--- src/rtl/ekf_pkg.sv ---
// Shared constants for the EKF-SLAM stage sequencer: stage codes, fixed-point
// operand layout, default stage work windows and the sequencer state type.
package ekf_pkg;

  localparam logic [2:0] STAGE_IDLE  = 3'b000;
  localparam logic [2:0] STAGE_PRD   = 3'b001;
  localparam logic [2:0] STAGE_NEW   = 3'b010;
  localparam logic [2:0] STAGE_UPD   = 3'b011;
  localparam logic [2:0] STAGE_ASSOC = 3'b100;

  localparam int DATA_INT_BIT = 12;
  localparam int DATA_DEC_BIT = 19;

  localparam int PRD_WORK_DFLT   = 600;
  localparam int NEW_WORK_DFLT   = 500;
  localparam int UPD_WORK_DFLT   = 500;
  localparam int ASSOC_WORK_DFLT = 400;

  // Wide enough for any work window a host would reasonably configure.
  localparam int CNT_W = 16;

  typedef enum logic {
    ST_IDLE = 1'b0,
    ST_BUSY = 1'b1
  } seq_state_t;

endpackage

--- src/rtl/ekf_slam_stage_timer.sv ---
// Loadable down-counter for the stage work window; done is high while the
// count sits at 1, i.e. on the last busy cycle.
module stage_timer #(
  parameter int CNT_W = 16
) (
  input  logic             clk,
  input  logic             rst,
  input  logic             load,
  input  logic [CNT_W-1:0] load_val,
  output logic             done
);

  logic [CNT_W-1:0] cnt;

  always_ff @(posedge clk) begin
    if (rst) begin
      cnt <= '0;
    end else if (load) begin
      cnt <= load_val;
    end else if (cnt != '0) begin
      cnt <= cnt - 1'b1;
    end
  end

  assign done = (cnt == CNT_W'(1));

endmodule

--- src/rtl/ekf_slam_top.sv ---
// EKF-SLAM stage sequencer: accepts host stage commands, latches operands,
// times each stage's work window and counts initialized landmarks.
// Define STAGE_ASSOC_EN to make the association stage (code 100) legal.
module ekf_slam_top
  import ekf_pkg::*;
#(
  parameter int RSA_DW     = 1 + DATA_INT_BIT + DATA_DEC_BIT,
  parameter int ROW_LEN    = 10,
  parameter int PRD_WORK   = PRD_WORK_DFLT,
  parameter int NEW_WORK   = NEW_WORK_DFLT,
  parameter int UPD_WORK   = UPD_WORK_DFLT,
  parameter int ASSOC_WORK = ASSOC_WORK_DFLT
) (
  input  logic                     clk,
  input  logic                     sys_rst,
  input  logic [2:0]               stage_val,
  input  logic signed [RSA_DW-1:0] vlr,
  input  logic signed [RSA_DW-1:0] alpha,
  input  logic signed [RSA_DW-1:0] rk,
  input  logic signed [RSA_DW-1:0] phi,
  output logic                     stage_rdy,
  output logic [2:0]               stage_cur,
  output logic [ROW_LEN-1:0]       landmark_num
);

  seq_state_t              state, state_nxt;
  logic                    cmd_legal;
  logic                    accept;
  logic                    timer_done;
  logic                    stage_end;
  logic [CNT_W-1:0]        work_sel;
  logic signed [RSA_DW-1:0] vlr_q, alpha_q, rk_q, phi_q;
  logic                    operand_unused;

  // Decode the command and pick its work window; UPD/ASSOC with no landmarks
  // have nothing to process, so they collapse to a single cycle.
  always_comb begin
    cmd_legal = 1'b0;
    work_sel  = '0;
    case (stage_val)
      STAGE_PRD: begin
        cmd_legal = 1'b1;
        work_sel  = CNT_W'(PRD_WORK);
      end
      STAGE_NEW: begin
        cmd_legal = 1'b1;
        work_sel  = CNT_W'(NEW_WORK);
      end
      STAGE_UPD: begin
        cmd_legal = 1'b1;
        work_sel  = (landmark_num == '0) ? CNT_W'(1) : CNT_W'(UPD_WORK);
      end
`ifdef STAGE_ASSOC_EN
      STAGE_ASSOC: begin
        cmd_legal = 1'b1;
        work_sel  = (landmark_num == '0) ? CNT_W'(1) : CNT_W'(ASSOC_WORK);
      end
`endif
      default: ;
    endcase
  end

  always_comb begin
    state_nxt = state;
    accept    = 1'b0;
    case (state)
      ST_IDLE: begin
        if (cmd_legal) begin
          accept    = 1'b1;
          state_nxt = ST_BUSY;
        end
      end
      ST_BUSY: begin
        if (timer_done) state_nxt = ST_IDLE;
      end
      default: state_nxt = ST_IDLE;
    endcase
  end

  always_ff @(posedge clk) begin
    if (sys_rst) state <= ST_IDLE;
    else         state <= state_nxt;
  end

  assign stage_end = (state == ST_BUSY) && timer_done;
  assign stage_rdy = (state == ST_IDLE);

  stage_timer #(
    .CNT_W (CNT_W)
  ) u_timer (
    .clk      (clk),
    .rst      (sys_rst),
    .load     (accept),
    .load_val (work_sel),
    .done     (timer_done)
  );

  always_ff @(posedge clk) begin
    if (sys_rst) begin
      stage_cur    <= STAGE_IDLE;
      landmark_num <= '0;
    end else if (accept) begin
      stage_cur <= stage_val;
    end else if (stage_end) begin
      stage_cur <= STAGE_IDLE;
      if (stage_cur == STAGE_NEW && landmark_num != {ROW_LEN{1'b1}})
        landmark_num <= landmark_num + 1'b1;
    end
  end

  // Operands stay frozen for the whole stage for the datapath fed from here.
  always_ff @(posedge clk) begin
    if (sys_rst) begin
      vlr_q   <= '0;
      alpha_q <= '0;
      rk_q    <= '0;
      phi_q   <= '0;
    end else if (accept) begin
      vlr_q   <= vlr;
      alpha_q <= alpha;
      rk_q    <= rk;
      phi_q   <= phi;
    end
  end

  // The operand consumers live outside this slice of the accelerator.
  assign operand_unused = ^{vlr_q, alpha_q, rk_q, phi_q};

endmodule

--- config.mk ---
export PLATFORM = sky130hd
export DESIGN_NAME = ekf_slam_top
export DESIGN_NICKNAME = d
export VERILOG_FILES = /design/src/rtl/ekf_pkg.sv /design/src/rtl/ekf_slam_stage_timer.sv /design/src/rtl/ekf_slam_top.sv
export SDC_FILE = /design/constraint.sdc
export NUM_CORES = 1
export LEC_CHECK = 0
export ABC_AREA = 1
export BUFFER_PORTS_ARGS = -buffer_cell sky130_fd_sc_hd__clkbuf_2
export CAP_MARGIN = 10
export CELL_PAD_IN_SITES_DETAIL_PLACEMENT = 0
export CELL_PAD_IN_SITES_GLOBAL_PLACEMENT = 1
export CORE_ASPECT_RATIO = 0.7
export CORE_MARGIN = 4
export CORE_UTILIZATION = 22
export CTS_CLUSTER_SIZE = 12
export DETAILED_ROUTE_END_ITERATION = 12
export PLACE_DENSITY_LB_ADDON = 0.1
export SYNTH_ARGS = -nofsm -noshare
export SYNTH_HDL_FRONTEND = slang
export SYNTH_SLANG_ARGS = --single-unit
--- constraint.sdc ---
create_clock -name clk -period 1.4 [get_ports clk]
set_input_delay 0.42 -clock clk [delete_from_list [all_inputs] [get_ports clk]]
set_output_delay 0.42 -clock clk [all_outputs]
set_load 0.05 [all_outputs]
**Word level (Yosys, flattened, before mapping)**

Index checks and enable logic that the tools add are counted.

- Output and inout bits: 14
- Bits in registers: 30

- Bitwise gates (word level): 2
- Mux-type cells: 11
- $add $sub $neg: 2
- Equal/unequal tests: 6
- Reduce and logical (&&, ||, !) cells: 8

Operators by type and width:

| kind | count |
|---|---|
| 2-to-1 mux 16 bit | 2 |
| case mux 10 bit (3 select lines) | 1 |
| equality test 16 x 1 -> 1 bit, second input constant | 1 |
| nonzero test 16 bit | 1 |
| subtractor 16 x 1 -> 16 bit, second input constant | 1 |
| adder 10 x 1 -> 10 bit, second input constant | 1 |
| logical NOT 10 bit | 1 |
| != test 10 bit, second input constant | 1 |
| equality test 3 x 2 -> 1 bit, second input constant | 3 |
| 2-to-1 mux 9 bit | 1 |
| 2-to-1 mux 3 bit | 2 |
| 2-to-1 mux 1 bit | 4 |
| nonzero test 2 bit | 2 |
| equality test 3 x 1 -> 1 bit, second input constant | 1 |
| AND reduction 3 bit | 1 |
| OR reduction 3 bit | 1 |
| logical AND 1 bit | 2 |
| inverter 1 bit | 2 |
| case mux 1 bit (2 select lines) | 1 |

**Depth between registers and ports, before layout**

- Depth after elaboration: 7
- Depth in mapped cells: 9
- Mapped depth without buffers: 9

**Modules after synthesis**

A second synthesis with hierarchy kept.

- Cell total of the unflattened synthesis: 307
- Area, all modules: 1991.9 um^2

By module, submodules not included:

| module | cells an instance | seq. area each (um^2) | area an instance (um^2) | times used |
|---|---|---|---|---|
| stage_timer | 179 | 320.3 | 1142.3 | 1 |
| ekf_slam_top | 128 | 280.3 | 849.6 | 1 |

**Worst setup path after synthesis**

OpenSTA, ideal clock, no wires.

- Path type: reg2reg
- Start point: register landmark_num[0]
- End point: register landmark_num[5]
- Arrival: 1750 ps
- Period minus slack after synthesis: 1821 ps
- Stages on the path, launching flop included: 10
- Slack: -421 ps
- Cells stage by stage: dfxtp_1 -> ha_1 -> nand2_1 -> nor2_2 -> nand3b_1 -> nand2_2 -> inv_2 -> nand2_4 -> nand2_1 -> a21oi_1

- Cells in the longest elaborated chain, start to end: 3

RTL lines:

| element | line | text |
|---|---|---|
| from (decl) | ekf_slam_top.sv:23 | `output logic [ROW_LEN-1:0] landmark_num` |
| from (signal assigned) | ekf_slam_top.sv:107 | `landmark_num <= landmark_num + 1'b1;` |
| branches (longest 3 deep; another with adder 10 x 1 -> 10 bit) | -- |  |

Parallel ways; which one is timed is not known.
A chain may end at the register's enable or synchronous reset.

**Worst setup path in the final report**

- Start point: register landmark_num[0]
- End point: output port landmark_num[0]

No word-level cell between the ends.

==> impl_metrics.yaml <==
floorplanning:
  core_sq_um: 7510
  die_h_um: 82.6
  fp.dieW_um: 115
  num_rows: 26
  io_pins: 147
  die_area_sq_um: 9460
  start_util_pct: 23.3
timing:
  fin_skew_ns: 0.00598
  slew_violations: 0
  max-slew-margin-rel_pct: 75.7
  fin_crit_ns: 1.45
  rsz0062_at_grt: "yes"
  max_freq_mhz: 691
  finalHoldViolCount: 0
  final.setup.tns_ns: -0.290
  layout_setup_ws_ns: -0.0464
  setup_viol: 18
  period_share_pct: 103
  hold_ws_ns: 0.469
  worst_pin_slew_ns: 0.364
finish:
  nFillCells: 778
  nets: 485
  stdcell_count: 447
  drive_above_1_share_pct: 47.9
  utilization_pct: 39.7
  diodes: 0
  final_cell_area_sq_um: 2980
  area_delta_synth_final_pct: 70.4
synthesis:
  syn_area_sq_um: 1750
  postSynthCellCount: 258
  synth_area_leaders: "dfxtp_1, nand2_1, nor2_1, a21oi_1, inv_1"
  ys_ff_latch: 30
  syn_avg_cell_area_sq_um: 6.78
  synth_common_cells: "nand2_1, nor2_1, dfxtp_1, a21oi_1, inv_1"
  synth.largest_area_cell: "dfxtp_1"
  synth.yosys.seq_area_share_pct: 34.3
  synth_edf_count: 0
  ys_async_sr_fraction_pct: 0
  ys_warn_count: 0
  synth_nets: 395
  synth.most_common_cell: "nand2_1"
  synth_cell_type_count: 32
  synth_top_cell_area_share_pct: 34.3
  ys.flop_type: "dfxtp_1"
hold_path:
  min_from: "stage_val[0]"
  hold_end: "stage_cur[0]"
  hold_path_depth: 3
  hp-class: "in2reg"
worst_setup_path:
  start_kind: "flip-flop"
  crit_chain: "buf_4 -> buf_4 -> buf_6"
  slowest_stage: "dfxtp_4"
  reg2reg_slack_ns: -0.03
  slowest_delay_ns: 0.35
  critPathKind: "reg2out"
  cp_common_cell: "buf_4"
  cp_data_required_time_ns: 0.98
  reg2reg_from: "u_timer.cnt[1]"
  critPathTopFamily: "buffers and inverters"
  ff2ff_path_depth: 7
  end_kind: "output port"
  critPathBufInv: 3
  worstReg2RegEnd: "u_timer.cnt[0]"
  worstPathMaxFanout: 3
  arrival_ns: 1.03
routing:
  vias: 1861
  drtAntennaViolNets: 0
  vias_per_cell: 4.16
  remaining_drc_errors: 0
  totalWireLength_mm: 5.72
  drt_first_pass_iters: 4
  detail_route.wl_per_cell_um: 12.8
  first_iter_violations: 73
cts:
  cts-root-buf: "clkbuf_16"
  htreeDepth: 2
  cts_buffers: 5
  clk_latency_ns: 0.28
  tritoncts: "done"
  clockBufferDepth: 2
  cts.sinks: 30
  cts.clk_slew.worst_paths_ns: 0.05
  holdBufCountCts: 0
grt:
  grt_pass1_wl_mm: 9.11
  grt_pass1_vias: 1798
  grt_usage_pct: 12.5
  grt_start_max_net_pins: 15
  antenna_found_initial: 0
  gr-total-overflow: 0
power:
  clkPwrFrac_pct: 20.8
  powerDensity_nw_per_um2: 1980
  power.switching_mw: 2.35
  seqPwrFrac_pct: 20.2
  swShare_pct: 39.9
  internal_power_mw: 3.54
  p_comb_share_pct: 59.0
  p_leak_nw: 1.34
  p_total_mw: 5.89
  irDropWorstVdd_uv: 835
outcome:
  violations: "negative setup slack"
  status: "finished with violations"
placement:
  dp.cells: 427
  portBuffers: 18
  hpwl_mm: 4.25
  place_area_sq_um: 2410
  gp_congestion: 0.725
  pre_cts_ws_ns: -0.124
run:
  drv_cap: 0
==> power groups by stage <==
| stage | combinational [mW] | clock [mW] | sequential [mW] |
|---|---|---|---|
| 3_5_place_dp | 2.64 | 0 | 1.17 |
| 3_3_place_gp | 2.66 | 0 | 1.17 |
| 2_1_floorplan | 1.47 | 0 | 1.22 |
| 6_report | 3.47 | 1.22 | 1.19 |
| 4_1_cts | 2.96 | 1.25 | 1.16 |
| 5_1_grt | 3.80 | 1.30 | 1.21 |
==> what timing repair did <==
action | 4_1_cts | 5_1_grt
buffers inserted | 1 | 9
endpoints found under the setup margin | 34 | 35
endpoints found under the hold margin | 0 | 0
gates cloned | 0 | 2
gates resized for setup | 34 | 57
pin swaps | 5 | 25
==> kinds of logic after synthesis <==
| family | count (synthesis) | share of synthesized area (%) |
|---|---|---|
| buffers and inverters | 26 | 5.72 |
| flip-flops | 30 | 34.3 |
| AO/OA/AOI/OAI | 32 | 9.87 |
| XOR/XNOR | 9 | 4.51 |
| AND/OR/NAND/NOR | 157 | 42.7 |
| adder cells (fa/ha/maj) | 4 | 2.86 |
==> cell type report <==
type	count	area (sq um)	share of cell area (%)
clock buffers	7	133	4.45
inverters	23	96.3	3.23
well taps	98	123	4.11
multi-input cells	204	1310	43.8
flip-flops and latches	30	628	21.1
clock inverters	1	30.0	1.01
repair buffers	84	666	22.3
==> layout by cell type (no fill, tap or decap), drive strengths merged <==
cell,instances
nand3b,4
bufinv,1
a21oi,22
nor3,1
nor2,49
nor3b,2
nand4,6
a21o,1
clkbuf,19
a31oi,1
nand2,80
o21ai,6
inv,23
xor2,7
dfxtp,30
nand3,16
or2,1
o21bai,1
ha,4
a211oi,1
buf,72
xnor2,2
==> state kept, by name, indices dropped and copies added (netlist names) <==
signal,count
u_timer.cnt,16
state,1
landmark_num,10
stage_cur,3
==> worst max-delay path by stage <==
stage | slack (ns) | start | cells past startpoint | end
6_report | -0.05 | landmark_num[0] | 3 | landmark_num[0]
5_1_grt | -0.11 | u_timer.cnt[2] | 6 | u_timer.cnt[0]
4_1_cts | -0.02 | landmark_num[1] | 9 | landmark_num[2]
3_5_place_dp | -0.12 | stage_val[2] | 8 | u_timer.cnt[7]
3_3_place_gp | -0.12 | u_timer.cnt[1] | 9 | u_timer.cnt[11]
2_1_floorplan | -0.02 | landmark_num[0] | 9 | landmark_num[8]
==> layer usage <==
layer / track usage (%) / vias up / part of all wire [%]
met5: 0 / - / 0
met1: 19.5 / 814 / 60
met2: 16.7 / 29 / 36
li1: - / 1011 / -
met4: 3.91 / 0 / 1.1
met3: 2.40 / 7 / 3.2
==> worst min-delay path, stage by stage <==
cell	delay [ns]
clkbuf_2	0.12
nand2_1	0.09
a21oi_1	0.06
(Power assumes the default switching activity.)
